==> config.mk <==
export PLATFORM = sky130hd
export DESIGN_NAME = di_ex_stage_flat
export DESIGN_NICKNAME = d
export VERILOG_FILES = /design/src/rtl/di_ex_stage_pkg.sv /design/src/rtl/di_ex_stage_if.sv /design/src/rtl/di_ex_stage_hazard_scoreboard.sv /design/src/rtl/di_ex_stage.sv /design/src/flat_wrapper.sv
export SDC_FILE = /design/constraint.sdc
export NUM_CORES = 1
export LEC_CHECK = 0
export ABC_AREA = 1
export ABC_CLOCK_PERIOD_IN_PS = 1950
export BUFFER_PORTS_ARGS = -buffer_cell sky130_fd_sc_hd__buf_2
export CORE_MARGIN = 1.5
export CORE_UTILIZATION = 38
export CTS_CLUSTER_DIAMETER = 40
export DETAILED_ROUTE_END_ITERATION = 8
export GPL_TIMING_DRIVEN = 0
export SYNTH_ARGS = -nofsm -noshare
export SYNTH_HDL_FRONTEND = slang
export SYNTH_SLANG_ARGS = --single-unit
export TNS_END_PERCENT = 50
==> constraint.sdc <==
create_clock -name CLK -period 1.95 [get_ports CLK]
set_input_delay 0.0975 -clock CLK [delete_from_list [all_inputs] [get_ports CLK]]
set_output_delay 0.0975 -clock CLK [all_outputs]
set_load 0.02 [all_outputs]
==> src/rtl/di_ex_stage_pkg.sv <==
// Shared definitions for the decode/issue (DI/EX) stage.
//  - datapath width and default scoreboard depth
//  - opcode constants and ALU control encodings
//  - small decode helpers: ALU control, writer/reader classification
package di_ex_stage_pkg;

  localparam int WIDTH         = 8;
  localparam int DEF_HAZ_DEPTH = 3;

  localparam logic [WIDTH-1:0] OP_NOP   = 8'h00;
  localparam logic [WIDTH-1:0] OP_ADD   = 8'h01;
  localparam logic [WIDTH-1:0] OP_MUL   = 8'h02;
  localparam logic [WIDTH-1:0] OP_SOU   = 8'h03;
  localparam logic [WIDTH-1:0] OP_DIV   = 8'h04;
  localparam logic [WIDTH-1:0] OP_COP   = 8'h05;
  localparam logic [WIDTH-1:0] OP_AFC   = 8'h06;
  localparam logic [WIDTH-1:0] OP_LOAD  = 8'h07;
  localparam logic [WIDTH-1:0] OP_STORE = 8'h08;

  typedef enum logic [2:0] {
    ALU_PASS = 3'b000,
    ALU_ADD  = 3'b001,
    ALU_MUL  = 3'b010,
    ALU_SOU  = 3'b011,
    ALU_DIV  = 3'b100
  } alu_ctrl_e;

  function automatic alu_ctrl_e alu_ctrl(input logic [WIDTH-1:0] op);
    case (op)
      OP_ADD:  return ALU_ADD;
      OP_MUL:  return ALU_MUL;
      OP_SOU:  return ALU_SOU;
      OP_DIV:  return ALU_DIV;
      default: return ALU_PASS;
    endcase
  endfunction

  // Instructions that write their destination register (ADD..LOAD).
  function automatic logic is_writer(input logic [WIDTH-1:0] op);
    return (op >= OP_ADD) && (op <= OP_LOAD);
  endfunction

  // In_B is a register source for arithmetic, COP and STORE; an immediate otherwise.
  function automatic logic reads_b(input logic [WIDTH-1:0] op);
    return ((op >= OP_ADD) && (op <= OP_COP)) || (op == OP_STORE);
  endfunction

  // In_C is a register source only for the four arithmetic ops.
  function automatic logic reads_c(input logic [WIDTH-1:0] op);
    return (op >= OP_ADD) && (op <= OP_DIV);
  endfunction

endpackage

==> src/rtl/di_ex_stage_if.sv <==
// Bundle between the LI/DI latch + register file (master side) and the DI/EX stage
// (slave side).
//  In_Valid/In_OP/In_A/In_B/In_C : instruction held in LI/DI
//  QA/QB                         : async register-file data for In_B / In_C
//  Hold                          : downstream freeze
//  Stall                         : LI/DI must keep its contents
//  Out_*                         : DI/EX pipeline register contents
interface di_ex_stage_if;
  import di_ex_stage_pkg::*;

  logic             In_Valid;
  logic [WIDTH-1:0] In_OP;
  logic [WIDTH-1:0] In_A;
  logic [WIDTH-1:0] In_B;
  logic [WIDTH-1:0] In_C;
  logic [WIDTH-1:0] QA;
  logic [WIDTH-1:0] QB;
  logic             Hold;
  logic             Stall;
  logic             Out_Valid;
  logic [WIDTH-1:0] Out_OP;
  logic [WIDTH-1:0] Out_A;
  logic [WIDTH-1:0] Out_B;
  logic [WIDTH-1:0] Out_C;
  logic [2:0]       Out_Ctrl_Alu;

  modport master (
    output In_Valid, In_OP, In_A, In_B, In_C, QA, QB, Hold,
    input  Stall, Out_Valid, Out_OP, Out_A, Out_B, Out_C, Out_Ctrl_Alu
  );

  modport slave (
    input  In_Valid, In_OP, In_A, In_B, In_C, QA, QB, Hold,
    output Stall, Out_Valid, Out_OP, Out_A, Out_B, Out_C, Out_Ctrl_Alu
  );
endinterface

==> src/rtl/di_ex_stage_hazard_scoreboard.sv <==
// RAW hazard scoreboard: a HAZ_DEPTH-deep shift register of {valid, dest} for the
// writers in flight (slot 0 = entering EX, last slot = WB), plus comparators
// against the sources of the instruction waiting in LI/DI.
//  i_clk, i_rst      : clock, synchronous active-high reset
//  i_hold            : freeze the scoreboard
//  i_valid           : LI/DI holds a real instruction
//  i_src_b/i_rd_b    : source register on In_B and whether it is read
//  i_src_c/i_rd_c    : source register on In_C and whether it is read
//  i_push, i_dest    : a writer is issuing this cycle, and its destination
//  o_hazard          : combinational RAW hazard
module hazard_scoreboard #(
  parameter int WIDTH     = 8,
  parameter int HAZ_DEPTH = 3
) (
  input  logic             i_clk,
  input  logic             i_rst,
  input  logic             i_hold,
  input  logic             i_valid,
  input  logic [WIDTH-1:0] i_src_b,
  input  logic             i_rd_b,
  input  logic [WIDTH-1:0] i_src_c,
  input  logic             i_rd_c,
  input  logic             i_push,
  input  logic [WIDTH-1:0] i_dest,
  output logic             o_hazard
);

  logic [HAZ_DEPTH-1:0] r_v;
  logic [WIDTH-1:0]     r_dest [HAZ_DEPTH];
  logic                 w_hit;

  // Only entries already in flight are compared, so an instruction whose
  // destination equals one of its own sources never blocks itself. The WB slot
  // is included because the register file is not write-then-read in one cycle.
  always_comb begin
    w_hit = 1'b0;
    for (int i = 0; i < HAZ_DEPTH; i++) begin
      if (r_v[i] && ((i_rd_b && (r_dest[i] == i_src_b)) ||
                     (i_rd_c && (r_dest[i] == i_src_c)))) begin
        w_hit = 1'b1;
      end
    end
  end

  assign o_hazard = i_valid & w_hit;

  // ---- scoreboard shift (one slot per unfrozen cycle) ----
  always_ff @(posedge i_clk) begin
    if (i_rst) begin
      r_v <= '0;
    end else if (!i_hold) begin
      r_v[0] <= i_push;
      for (int i = 1; i < HAZ_DEPTH; i++) begin
        r_v[i] <= r_v[i-1];
      end
    end
  end

  // Destinations are meaningless while their valid bit is clear, so no reset.
  always_ff @(posedge i_clk) begin
    if (!i_hold) begin
      r_dest[0] <= i_dest;
      for (int i = 1; i < HAZ_DEPTH; i++) begin
        r_dest[i] <= r_dest[i-1];
      end
    end
  end

endmodule

==> src/rtl/di_ex_stage.sv <==
// Decode/issue stage in front of the ALU. Decodes the LI/DI instruction, selects
// register-file or immediate operands, translates the opcode into ALU control and
// registers the result into DI/EX. RAW hazards against in-flight writers stall
// LI/DI and insert NOP bubbles.
//  CLK, RST : clock, synchronous active-high reset (overrides Hold)
//  bus      : slave side of di_ex_stage_if (LI/DI inputs, register-file data,
//             Hold in; Stall and DI/EX contents out)
module di_ex_stage
  import di_ex_stage_pkg::*;
#(
  parameter int HAZ_DEPTH = DEF_HAZ_DEPTH
) (
  input logic          CLK,
  input logic          RST,
  di_ex_stage_if.slave bus
);

  logic             w_hazard;
  logic             w_issue;
  logic             w_rd_b;
  logic             w_rd_c;
  logic             w_wr;
  logic [WIDTH-1:0] w_b;
  logic [WIDTH-1:0] w_c;
  alu_ctrl_e        w_ctrl;

  logic             r_valid;
  logic [WIDTH-1:0] r_op;
  logic [WIDTH-1:0] r_a;
  logic [WIDTH-1:0] r_b;
  logic [WIDTH-1:0] r_c;
  logic [2:0]       r_ctrl;

  assign w_rd_b  = reads_b(bus.In_OP);
  assign w_rd_c  = reads_c(bus.In_OP);
  assign w_wr    = is_writer(bus.In_OP);
  assign w_ctrl  = alu_ctrl(bus.In_OP);
  assign w_issue = bus.In_Valid & ~w_hazard;

  hazard_scoreboard #(
    .WIDTH     (WIDTH),
    .HAZ_DEPTH (HAZ_DEPTH)
  ) u_scoreboard (
    .i_clk    (CLK),
    .i_rst    (RST),
    .i_hold   (bus.Hold),
    .i_valid  (bus.In_Valid),
    .i_src_b  (bus.In_B),
    .i_rd_b   (w_rd_b),
    .i_src_c  (bus.In_C),
    .i_rd_c   (w_rd_c),
    .i_push   (w_issue & w_wr),
    .i_dest   (bus.In_A),
    .o_hazard (w_hazard)
  );

  // While reset is asserted the scoreboard contents are stale, so only Hold stalls.
  assign bus.Stall = bus.Hold | (w_hazard & ~RST);

  // Operand selection: AFC/LOAD carry an immediate/address in In_B.
  always_comb begin
    w_b = '0;
    w_c = '0;
    case (bus.In_OP)
      OP_ADD, OP_MUL, OP_SOU, OP_DIV: begin
        w_b = bus.QA;
        w_c = bus.QB;
      end
      OP_COP, OP_STORE: w_b = bus.QA;
      OP_AFC, OP_LOAD:  w_b = bus.In_B;
      default: ;
    endcase
  end

  // ---- LI/DI -> DI/EX register ----
  always_ff @(posedge CLK) begin
    if (RST) begin
      r_valid <= 1'b0;
      r_op    <= '0;
      r_a     <= '0;
      r_b     <= '0;
      r_c     <= '0;
      r_ctrl  <= '0;
    end else if (!bus.Hold) begin
      if (w_issue) begin
        r_valid <= 1'b1;
        r_op    <= bus.In_OP;
        r_a     <= bus.In_A;
        r_b     <= w_b;
        r_c     <= w_c;
        r_ctrl  <= w_ctrl;
      end else begin
        r_valid <= 1'b0;
        r_op    <= OP_NOP;
        r_a     <= '0;
        r_b     <= '0;
        r_c     <= '0;
        r_ctrl  <= ALU_PASS;
      end
    end
  end

  assign bus.Out_Valid    = r_valid;
  assign bus.Out_OP       = r_op;
  assign bus.Out_A        = r_a;
  assign bus.Out_B        = r_b;
  assign bus.Out_C        = r_c;
  assign bus.Out_Ctrl_Alu = r_ctrl;

endmodule

==> src/flat_wrapper.sv <==
// flat-port wrapper written by rule: the top's interface ports become plain ports
module di_ex_stage_flat import di_ex_stage_pkg::*;
#(
  parameter int HAZ_DEPTH = DEF_HAZ_DEPTH
)
  (CLK, RST, bus_In_Valid, bus_In_OP, bus_In_A, bus_In_B, bus_In_C, bus_QA, bus_QB, bus_Hold, bus_Stall, bus_Out_Valid, bus_Out_OP, bus_Out_A, bus_Out_B, bus_Out_C, bus_Out_Ctrl_Alu);
  di_ex_stage_if bus_i ();
  input logic CLK;
  input logic RST;
  input wire logic [$bits(bus_i.In_Valid)-1:0] bus_In_Valid;
  input wire logic [$bits(bus_i.In_OP)-1:0] bus_In_OP;
  input wire logic [$bits(bus_i.In_A)-1:0] bus_In_A;
  input wire logic [$bits(bus_i.In_B)-1:0] bus_In_B;
  input wire logic [$bits(bus_i.In_C)-1:0] bus_In_C;
  input wire logic [$bits(bus_i.QA)-1:0] bus_QA;
  input wire logic [$bits(bus_i.QB)-1:0] bus_QB;
  input wire logic [$bits(bus_i.Hold)-1:0] bus_Hold;
  output wire logic [$bits(bus_i.Stall)-1:0] bus_Stall;
  output wire logic [$bits(bus_i.Out_Valid)-1:0] bus_Out_Valid;
  output wire logic [$bits(bus_i.Out_OP)-1:0] bus_Out_OP;
  output wire logic [$bits(bus_i.Out_A)-1:0] bus_Out_A;
  output wire logic [$bits(bus_i.Out_B)-1:0] bus_Out_B;
  output wire logic [$bits(bus_i.Out_C)-1:0] bus_Out_C;
  output wire logic [$bits(bus_i.Out_Ctrl_Alu)-1:0] bus_Out_Ctrl_Alu;
  assign bus_i.In_Valid = bus_In_Valid;
  assign bus_i.In_OP = bus_In_OP;
  assign bus_i.In_A = bus_In_A;
  assign bus_i.In_B = bus_In_B;
  assign bus_i.In_C = bus_In_C;
  assign bus_i.QA = bus_QA;
  assign bus_i.QB = bus_QB;
  assign bus_i.Hold = bus_Hold;
  assign bus_Stall = bus_i.Stall;
  assign bus_Out_Valid = bus_i.Out_Valid;
  assign bus_Out_OP = bus_i.Out_OP;
  assign bus_Out_A = bus_i.Out_A;
  assign bus_Out_B = bus_i.Out_B;
  assign bus_Out_C = bus_i.Out_C;
  assign bus_Out_Ctrl_Alu = bus_i.Out_Ctrl_Alu;
  di_ex_stage #(.HAZ_DEPTH(HAZ_DEPTH)) u_core (.CLK(CLK), .RST(RST), .bus(bus_i));
endmodule
==> flow_summary_export.csv <==
group,metric,value,unit
job,maxCapViolations,0,
yosys,yosys_warnings,0,
grt,grt_first_pass_wirelength,13400,µm
routing,routed_wl,8410,µm
yosys,ys_top_cells_by_area,"dfxtp_1 25%, edfxtp_1 23%, nand2_1 17%, a21oi_1 6.9%, inv_1 5.8%",
yosys,ys.flop_type,"dfxtp_1",
grt,antenna_found_initial,0,
finish,final_area,4030,µm²
critical_path,end_kind,"primary output",
sta,skew,0.00486,ns
floorplan,die_y,93.5,µm
cts,clockBufferDepth,2,
routing,first_pass_iters,4,
yosys,netlist_instances,410,
run_status,status,"complete, but fails checks",
routing,ant_nets,0,
finish,area_growth,29.5,%
finish,utilization,51.6,%
grt,grt_usage,19.9,%
cts,htreeDepth,3,
yosys,syn_avg_cell_area,7.58,µm²
power,pwr-share-comb,13.4,%
routing,vias_per_cell,4.83,
power,p_int,0.00211,W
finish,diodes,0,
yosys,synth_nets,462,
yosys,synth_edf_count,24,
floorplan,floorplan.rows,32,
cts,cts_made_buffers,9,
yosys,synth_area,3110,µm²
hold_path,hp-class,"primary input to flop",
critical_path,regToRegSetupSlack,0.04,ns
cts,cts_tree,"yes",
sta,slew_headroom,32.0,%
floorplan,die_w,93.5,µm
sta,maxSlewViolCount,0,
cts,clk_latency,0.33,ns
sta,finalCritPeriodShare,101,%
power,seqPwrFrac,50.7,%
grt,grt_max_degree,26,
power,power,0.00290,W
sta,setup_ws,-0.0201,ns
place,place.gp.congestion,0.841,
power,switching_share,27.3,%
power,switching_power,0.000790,W
routing,drcViolationCount,0,
cts,clk_pin_slew_worst_paths,0.07,ns
routing,drtIter0Drc,136,
grt,grt_overflow,0,
power,p_clk_share,35.9,%
floorplan,core-area,7810,µm²
critical_path,critPathLaunchType,"flop",
place,dp_slack,0.0458,ns
yosys,synth.top_cell.area_share,25.1,%
critical_path,crit_arrival,1.87,ns
place,hpwl,6290,µm
critical_path,worst-setup-path-type,"flop to primary output",
yosys,yosys_register_bits,63,
power,power_density,719,nW/µm²
power,peakVddDrop,0.362,mV
routing,routed-via-count,3032,
grt,grt_pass1_vias,2806,
sta,finalSetupViolCount,1,
sta,min_period,1.97,ns
yosys,yosysSeqAreaShare,48.3,%
sta,fmax,508,MHz
yosys,synthArstFlopShare,0,%
place,dpl_cell_area,3670,µm²
yosys,synth.most_common_cell,"nand2_1",
yosys,synthTopCellsByCount,"144 x nand2_1, 48 x inv_1, 43 x a21oi_1",
sta,rsz0062_at_grt,"yes",
sta,hold_viol,0,
sta,worst_pin_slew,1.02,ns
yosys,synth_cell_types,26,
yosys,synth_top_area_cell,"dfxtp_1",
floorplan,die_area,8730,µm²
finish,drive_gt1_share,26.8,%
power,p_leak,1.91,nW
finish,nets,573,
cts,cts_root_buf,"clkbuf_8",
critical_path,cp.required,1.85,ns
run_status,failed_checks,"negative setup slack",
cts,clock-sinks,63,
critical_path,crit_fanout,4,
floorplan,io_pins,89,
floorplan,start_util,39.8,%
routing,wl_per_cell,13.4,µm
place,numPortBuffers,86,
layer usage:
layer / vias to the layer above / part of all wire [%] / routed length, µm / global-route usage [%]
met2: 81 / 47 / 3960 / 31.7
li1: 1540 / - / - / -
met5: - / 0 / 0 / 0
met3: 5 / 6.9 / 582 / 5.45
met4: 0 / 0.90 / 76 / 5.68
met1: 1406 / 45 / 3790 / 26.4
state kept, by name, summed over array words and instances, names as in the netlist:
name	cells
u_core.u_scoreboard.r_dest	24
u_core.bus.Out_A	8
u_core.bus.Out_B	8
u_core.bus.Out_C	8
u_core.bus.Out_OP	8
u_core.bus.Out_Ctrl_Alu	3
u_core.u_scoreboard.r_v	3
u_core.bus.Out_Valid	1
critical path, stage by stage (launching register included):
cell and delay (ns):
edfxtp_1 0.44, xnor2_1 0.18, nand2_1 0.08, nor2_2 0.11
nand3_1 0.09, nand3_2 0.10, nand2_2 0.06, nand2_4 0.08
inv_2 0.03, o31ai_2 0.19, buf_4 0.18
power groups by stage:
| stage | Sequential, W | Clock [W] | Combinational [W] |
|---|---|---|---|
| floorplan | 0.00150 | 0 | 0.000193 |
| global placement | 0.00149 | 0 | 0.000351 |
| detailed placement | 0.00150 | 0 | 0.000356 |
| CTS | 0.00147 | 0.00106 | 0.000373 |
| global route | 0.00147 | 0.00112 | 0.000435 |
| finish | 0.00147 | 0.00104 | 0.000388 |
layout by cell type (no fill, tap or decap), drive strengths merged:
cell type	n
nand2	149
buf	95
inv	51
a21oi	43
dfxtp	39
nand3	29
nor2	28
edfxtp	24
clkbuf	22
xor2	8
a22o	8
dlygate4sd3	8
o21ai	8
clkinv	3
xnor2	2
a211oi	2
nand4	2
nor3	2
o211ai	1
o22ai	1
o31ai	1
through the flow:
step	hold WS, ns	TNS [ns]	cells
floorplan	0.196	0	410
global placement	0.295	0	598
detailed placement	0.298	0	598
CTS	0.0100	-0.0865	623
global route	0.0120	-1.14	628
finish	0.0245	-0.0201	628
worst paths after layout:
path / start / to / depth (start not counted)
max: u_core.u_scoreboard.r_dest[0][4] / bus_Stall / 10
min: bus_QB[0] / u_core.bus.Out_C[0] / 3
max reg2reg: u_core.u_scoreboard.r_dest[0][6] / u_core.bus.Out_Ctrl_Alu[2] / 14
min reg2reg: u_core.bus.Out_B[3] / u_core.bus.Out_B[3] / 2
what timing repair did:
item                                    4_1_cts  5_1_grt
hold buffers                                  8        0
setup buffers                                 1        5
endpoints found under the hold margin         8        0
pin swaps                                     0        5
endpoints found under the setup margin        1        1
resized for setup                             6       12
layout make-up:
class                   instances  area [µm²]
flip-flops and latches         63        1500
well taps                     102         128
clock inverters                 3        18.8
repair buffers                100         558
clock buffers                  13         159
multi-input cells             284        1400
fillers                       779        3780
plain buffers                  12        67.6
inverters                      51         191
kinds of logic after synthesis:
group | synth area share, %
buf+inv | 8.33
simple gates | 28.9
xor+xnor | 2.82
flops | 48.3
compound gates | 11.6
No activity file was read; power rests on OpenSTA's default activity.
